===== src/rtl/cpu_program_sequencer.sv =====
// Program sequencer: host-loaded 16x8 program memory and a fetch/issue FSM that
// hands instructions to a datapath over a valid/ready handshake.
module cpu_program_sequencer #(
  parameter logic [3:0] STOP_OPCODE = 4'b1111,
  parameter logic [3:0] JMP_OPCODE  = 4'b1110,
  parameter int         MAX_STEPS   = 64
) (
  input  logic       clk,
  input  logic       rst,
  input  logic       load_en,
  input  logic [3:0] load_addr,
  input  logic [7:0] load_instr,
  input  logic       start,
  input  logic       abort,
  input  logic       exe_ready,
  output logic       exe_valid,
  output logic [3:0] exe_opcode,
  output logic [3:0] exe_operand,
  output logic       busy,
  output logic       done,
  output logic       err,
  output logic [3:0] pc,
  output logic [7:0] step_cnt
);

  typedef enum logic [1:0] {IDLE, FETCH, ISSUE, DONE} state_t;

  localparam logic [7:0] MAX_STEPS_L = 8'(MAX_STEPS);

  state_t     state, state_nxt;
  logic [7:0] mem [16];
  logic [7:0] fetch_word;
  logic [3:0] jmp_cnt;
  logic       fetch_stop, fetch_jmp, jmp_limit, accept, last_step;

  assign fetch_word = mem[pc];
  assign fetch_stop = (fetch_word[7:4] == STOP_OPCODE);
  assign fetch_jmp  = (fetch_word[7:4] == JMP_OPCODE) && !fetch_stop;
  // jmp_cnt counts jumps already taken since the last issue; the 16th trips the guard
  assign jmp_limit  = (jmp_cnt == 4'd15);
  assign accept     = (state == ISSUE) && exe_ready && !abort;
  assign last_step  = ((step_cnt + 8'd1) == MAX_STEPS_L);

  assign exe_valid  = (state == ISSUE);
  assign busy       = (state != IDLE);
  assign done       = (state == DONE) && !abort;

  always_comb begin
    state_nxt = state;
    case (state)
      IDLE:  if (start) state_nxt = FETCH;
      FETCH: begin
        if (abort)          state_nxt = IDLE;
        else if (fetch_stop) state_nxt = DONE;
        else if (fetch_jmp)  state_nxt = jmp_limit ? DONE : FETCH;
        else                 state_nxt = ISSUE;
      end
      ISSUE: begin
        if (abort)          state_nxt = IDLE;
        else if (exe_ready) state_nxt = last_step ? DONE : FETCH;
      end
      DONE:  state_nxt = IDLE;
      default: state_nxt = IDLE;
    endcase
  end

  always_ff @(posedge clk or posedge rst) begin
    if (rst) state <= IDLE;
    else     state <= state_nxt;
  end

  always_ff @(posedge clk or posedge rst) begin
    if (rst) begin
      pc          <= 4'd0;
      step_cnt    <= 8'd0;
      err         <= 1'b0;
      jmp_cnt     <= 4'd0;
      exe_opcode  <= 4'd0;
      exe_operand <= 4'd0;
    end else begin
      case (state)
        IDLE: if (start) begin
          pc       <= 4'd0;
          step_cnt <= 8'd0;
          err      <= 1'b0;
          jmp_cnt  <= 4'd0;
        end
        FETCH: if (!abort && !fetch_stop) begin
          if (fetch_jmp) begin
            if (jmp_limit) begin
              err <= 1'b1;
            end else begin
              pc      <= fetch_word[3:0];
              jmp_cnt <= jmp_cnt + 4'd1;
            end
          end else begin
            exe_opcode  <= fetch_word[7:4];
            exe_operand <= fetch_word[3:0];
          end
        end
        ISSUE: if (accept) begin
          step_cnt <= step_cnt + 8'd1;
          pc       <= pc + 4'd1;
          jmp_cnt  <= 4'd0;
          if (last_step) err <= 1'b1;
        end
        default: ;
      endcase
    end
  end

  // Host writes land only while idle, so a same-cycle start fetches the new word
  always_ff @(posedge clk or posedge rst) begin
    if (rst) begin
      for (int i = 0; i < 16; i++) mem[i] <= {STOP_OPCODE, 4'b0000};
    end else if (load_en && (state == IDLE)) begin
      mem[load_addr] <= load_instr;
    end
  end

endmodule


===== config.mk =====
export PLATFORM = sky130hd
export DESIGN_NAME = cpu_program_sequencer
export DESIGN_NICKNAME = d
export VERILOG_FILES = /design/src/rtl/cpu_program_sequencer.sv
export SDC_FILE = /design/constraint.sdc
export NUM_CORES = 1
export LEC_CHECK = 0
export BUFFER_PORTS_ARGS = -buffer_cell sky130_fd_sc_hd__buf_4
export CORE_MARGIN = 2
export CORE_UTILIZATION = 35
export CTS_CLUSTER_SIZE = 25
export DETAILED_ROUTE_END_ITERATION = 12
export SLEW_MARGIN = 20
export SYNTH_ARGS = -nofsm -noshare
export SYNTH_HDL_FRONTEND = slang
export SYNTH_SLANG_ARGS = --single-unit

===== constraint.sdc =====
create_clock -name clk -period 6.25 [get_ports clk]
set_input_delay 0.625 -clock clk [delete_from_list [all_inputs] [get_ports clk]]
set_output_delay 0.625 -clock clk [all_outputs]
set_load 0.01 [all_outputs]

**Yosys cells after proc, flatten, opt, wreduce, memory -nomap -nowiden**

Index checks and enable logic that the tools add are counted.

- Multiplexer cells: 36
- Reduce and logical (&&, ||, !) cells: 18
- $lt $le $gt $ge: 3
- Equal/unequal tests: 15
- Bitwise gates (word level): 3
- Add/subtract/negate cells: 3

Operator list:

| kind | count |
|---|---|
| 128-bit bitwise mux | 1 |
| 8-bit two-way mux | 5 |
| 4-bit two-way mux | 9 |
| 8-bit binary-select mux with 4-bit select | 1 |
| 8-bit demux with 4-bit select | 1 |
| 4-bit one-hot mux with 3 select lines | 2 |
| 2-bit two-way mux | 8 |
| 8-bit one-hot mux with 2 select lines | 1 |
| 4-bit equality test (second input constant) | 3 |
| 5-bit >= comparator (second input constant) | 2 |
| 2-bit != test (second input constant) | 5 |
| 4-bit NOT with 5-bit output | 2 |
| 4-bit by 1-bit adder with 4-bit output (second input constant) | 2 |
| 8-bit by 1-bit adder with 8-bit output (second input constant) | 1 |
| 8-bit by 7-bit equality test with 1-bit output (second input constant) | 1 |
| 2-bit one-hot mux with 4 select lines | 1 |
| 1-bit logical AND | 7 |
| 7-bit AND reduction | 1 |
| 1-bit two-way mux | 6 |
| 3-bit AND reduction | 2 |
| 6-bit AND reduction | 1 |
| 5-bit by 1-bit less-than comparator with 1-bit output (second input constant) | 1 |
| 2-bit equality test (second input constant) | 2 |
| 2-bit by 1-bit != test with 1-bit output (second input constant) | 2 |
| other kinds (9) | 11 |

- Output and inout port bits: 24
- Flip-flop bits (word level): 155
- Input port bits: 18

**Longest topological paths before layout**

- Word-level depth: 11
- Depth in mapped cells: 9

**Worst setup path before layout**

OpenSTA, ideal clock, no wires.

- Path kind: reg2reg
- From: register pc[0]
- To: register pc[1]
- Period minus slack after synthesis: 2566 ps
- Arrival: 2441 ps
- Stages on the path, launching flop included: 10
- Required time: 6125 ps
- Buffers on the path: 4
- Library setup time: 125 ps
- Setup slack: 3684 ps
- Cell sequence: dfrtp_1 buf_6 buf_12 buf_6 buf_6 mux4_2 mux4_2 a22oi_1 nor2_1 mux2_4

- Word-level cells in the longest chain between the ends: 9
- Elaborated cells between the ends (all ways): 18

RTL lines:

| item | RTL line | RTL |
|---|---|---|
| start, declared | 22 | `output logic [3:0] pc,` |
| start signal, assigned | 93 | `pc <= fetch_word[3:0];` |
| start signal, assigned | 103 | `pc <= pc + 4'd1;` |
| 4-bit NOT with 5-bit output (not written as such) | 36 | `assign fetch_word = mem[pc];` |
| 8-bit binary-select mux with 4-bit select | 36 |  |
| 8-bit two-way mux (not written as such) (2 in a row) | 36 |  |
| 4-bit equality test | 37 | `assign fetch_stop = (fetch_word[7:4] == STOP_OPCODE);` |
| 1-bit logical NOT | 38, 88 |  |
| 1-bit logical AND (on tied branches) | 88, 38 |  |
| 2-bit != test (no source line) | n/a |  |
| 6-bit AND reduction (no source line) | n/a |  |

Several ways; a longest one is shown, not always the timed one. The select of a mux whose other input is x is not followed.
A chain may end at the register's enable or synchronous reset.

**Worst setup path in the final report**

- From: register pc[0]
- To: register exe_opcode[3]

- Word-level cells in the longest chain between the ends: 9
- Elaborated cells between the ends (all ways): 11

RTL lines:

| item | RTL line | RTL |
|---|---|---|
| 4-bit NOT with 5-bit output (not written as such) (*) | 36 |  |
| 8-bit binary-select mux with 4-bit select (*) | 36 |  |
| 8-bit two-way mux (not written as such) (*) (2 in a row) | 36 |  |
| 4-bit equality test | 37 |  |
| 1-bit logical NOT | 38, 88 |  |
| 1-bit logical AND | 38 | `assign fetch_jmp = (fetch_word[7:4] == JMP_OPCODE) && !fetch_stop;` |
| 1-bit NOT (no source line) | n/a |  |
| 3-bit AND reduction (no source line) | n/a |  |
| end signal, assigned | 97 | `exe_opcode <= fetch_word[7:4];` |
| end, declared | 17 | `output logic [3:0] exe_opcode,` |

Every way passes the cells marked *; elsewhere a longest branch is shown, timed or not. The select of a mux whose other input is x is not followed.

==> impl_results.md <==
* FMAX at 311 MHz
* HPWL Detailed at 11800 um
* FF-to-FF setup slack at ~3000 ps
* Syn_nets at roughly 550
* Setup ws final at 3040 ps
* Syn Std Cell Area at 7570 um2
* Vias per cell at roughly 5.4
* Final Cycle Share at 51.4%
* Library cells used by synthesis at between 50 and 60
* Critical Path AT at 3510 ps
* Final Max Slew Viols at 0
* Initial antenna violation count at 1
* Diode count at 0
* Hold_buf cts at 0
* Mean post-synth cell area at 14.6 um2
* Number of synthesized flops with an enable pin at 0
* DR pass1 iterations at 5
* Rows at 53
* First-pass GRT wire length at 27700 um
* TritonCTS clock tree: yes
* Yosys Warn Count at 0
* Status: completed
* P&R area growth vs syn at 15.3%
* Hold Vio Cnt, Final at 0
* R2R depth at 6
* Routed WL per cell at 20.9 um
* HP Class: input pin to asynchronous set/reset pin
* Ys flop type: dfrtp_1
* Synth top area share at a little under a third
* Boundary Pins at 42
* Clk buf depth at 2
* Synth top area cells: dfrtp_1 30%, dfstp_2 22%, mux2_2 20%
* Final setup viols at 0
* VDD IR max at ~0.00019 V
* RSZ-0062 raised after global routing: false
* Initial DRC count at approximately 300
* NumNets Final at 583
* Clock Sinks at 155
* Share of cells above drive strength 1 at between 50 and 60%
* Fill cell count at 1917
* Type of the worst setup path: register to register
* LEAKAGE at 3.72 nW
* Total CTS buffers at 17
* Chip Height at 151 um
* Clock transition at path regs at 60 ps
* Async set-reset flop share out of synthesis at 100%
* Rel. slew slack at ~25%
* Util after Layout at between 40 and 50%
* Dpl ws at 2970 ps
* Post-Route WL at 17600 um
* Critical Path Source Type: register
* MaxCap Viol Count at 0
* Number of remaining DRC errors at 0
* RR Startpoint: pc[0]$_DFFE_PP0P_
* Endpoint type of the worst setup path: register
* Cell taking the most area after synthesis: dfrtp_1
* Worst skew pair latency at 420 ps
* DR vias at 4575
* Largest net degree at the start of global routing at 94
* Crit path required time at 6550 ps
* Pwr per Cell Area at 491 nW/um2
* Final Critical Period at 3210 ps
* Die X at 151 um
* Finished Layout Cells at 844
* GP Congestion at between 0.8 and 0.9
* Worst slew pin tran at 1120 ps
* CP endpoint: exe_opcode[3]$_DFFE_PP0P_
* CTS resizes at 0
* Skew final at 8.44 ps
* Number of synthesized register bits at 155
* Seq/Total Area, Yosys at between 50% and 60%
* Worst-path fanout max at 22
* Synth Instances at 520
* GRT Util Overall at 16.4%
* Initial Util at around 36%
* Clock root buffer: clkbuf_16
* Gr ovfl total at 0
* Routed Antenna Nets at 0
* Core area at between 20000 and 25000 um2
* Htree depth at 4
* I/O Buffers at 41
* Number of global-route vias before repair at about 4700
* R2R Path End: exe_opcode[3]$_DFFE_PP0P_
* Dpl cells at 812
* Die area at 22800 um2
* Post-CTS setup buffers at 0
* Critical Path Source: pc[0]$_DFFE_PP0P_
* Total negative slack at 0 ps
[routing by layer]
layer / GRT usage [%] / wire length, um / vias up
li1: - / - / 2031
met1: 22.6 / 7970 / 2402
met2: 25.9 / 8450 / 118
met3: 3.61 / 895 / 22
met4: 5.19 / 307 / 2
met5: 0 / 10 / -
[state kept, by name, summed over array words and instances, names as in the netlist]
| register | flops |
|---|---|
| err | 1 |
| exe_opcode | 4 |
| exe_operand | 4 |
| jmp_cnt | 4 |
| mem | 128 |
| pc | 4 |
| state | 2 |
| step_cnt | 8 |
[power breakdown]
| group | switching (mW) | internal [mW] | leakage, nW |
|---|---|---|---|
| combinational | 0.588 | 0.768 | 1.56 |
| clock | 0.389 | 0.666 | 0.304 |
| sequential | 0.266 | 1.61 | 1.85 |
| total | 1.24 | 3.04 | 3.72 |
[synth_stat cells (all sizes together), types with 2 or more instances]
library cell	n
mux2	138
dfrtp	91
dfstp	64
mux4	36
nor2	26
clkbuf	23
nand2	17
o21ai	14
nand2b	11
nand3	10
ha	9
inv	8
buf	6
a21oi	5
a22oi	5
nor2b	5
o31ai	5
and3	4
or4	4
mux2i	3
nand3b	3
nand4b	3
nor4	3
nor4b	3
xnor2	3
a21boi	2
o41ai	2
[worst max-delay path, stage by stage, from the launching register on]
cell and delay [ps]:
dfrtp_2 870, buf_4 420, mux4_1 580, nand3_1 90, nand3_1 210, a31oi_2 520, mux2_2 390
[per-stage QoR]
step	cell area, um2	hold slack (ps)	power [mW]
final	8730	365	4.29
after global routing	8730	425	4.54
after CTS	8730	399	4.33
after detailed placement	8120	492	3.26
after global placement	8120	481	3.17
after floorplan	7570	474	2.85
[placed cells by master (no fill, tap or decap), types with 13 or more instances in the layout]
| cell type | count |
|---|---|
| dfstp_2 | 64 |
| mux4_1 | 13 |
| mux2_2 | 135 |
| o21ai_0 | 13 |
| clkbuf_16 | 18 |
| nor2_1 | 25 |
| mux4_2 | 23 |
| dfrtp_1 | 90 |
| nand2_1 | 17 |
| buf_4 | 46 |
[layout make-up]
cell class	count	area, um2	area share [%]
Multi-Input combinational cell	328	3430	39.3
Tap cell	275	344	3.94
Clock inverter	5	77.6	0.889
Clock buffer	27	534	6.12
Timing Repair Buffer	46	345	3.96
Inverter	8	35.0	0.401
Sequential cell	155	3960	45.4
[logic make-up (layout without fill, tap and decap cells)]
group / count (synthesis) / count (layout) / share of synthesized area, %
AO/OA/AOI/OAI: 46 / 46 / 4.39
XOR/XNOR: 3 / 3 / 0.347
adder cells (fa/ha/maj): 9 / 9 / 1.49
buffers and inverters: 37 / 86 / 2.43
flip-flops: 155 / 155 / 52.3
multiplexers: 177 / 177 / 32.4
AND/OR/NAND/NOR: 93 / 93 / 6.67
[worst min path at each step]
stage,slack [ps],end
2_1_floorplan,470,mem[104]$_DFFE_PP0P_
3_5_place_dp,490,mem[66]$_DFFE_PP0P_
3_3_place_gp,480,mem[99]$_DFFE_PP0P_
4_1_cts,400,step_cnt[2]$_DFFE_PP0P_
5_1_grt,430,step_cnt[2]$_DFFE_PP0P_
6_report,360,step_cnt[3]$_DFFE_PP0P_
Power figures use the tool's default switching activity.
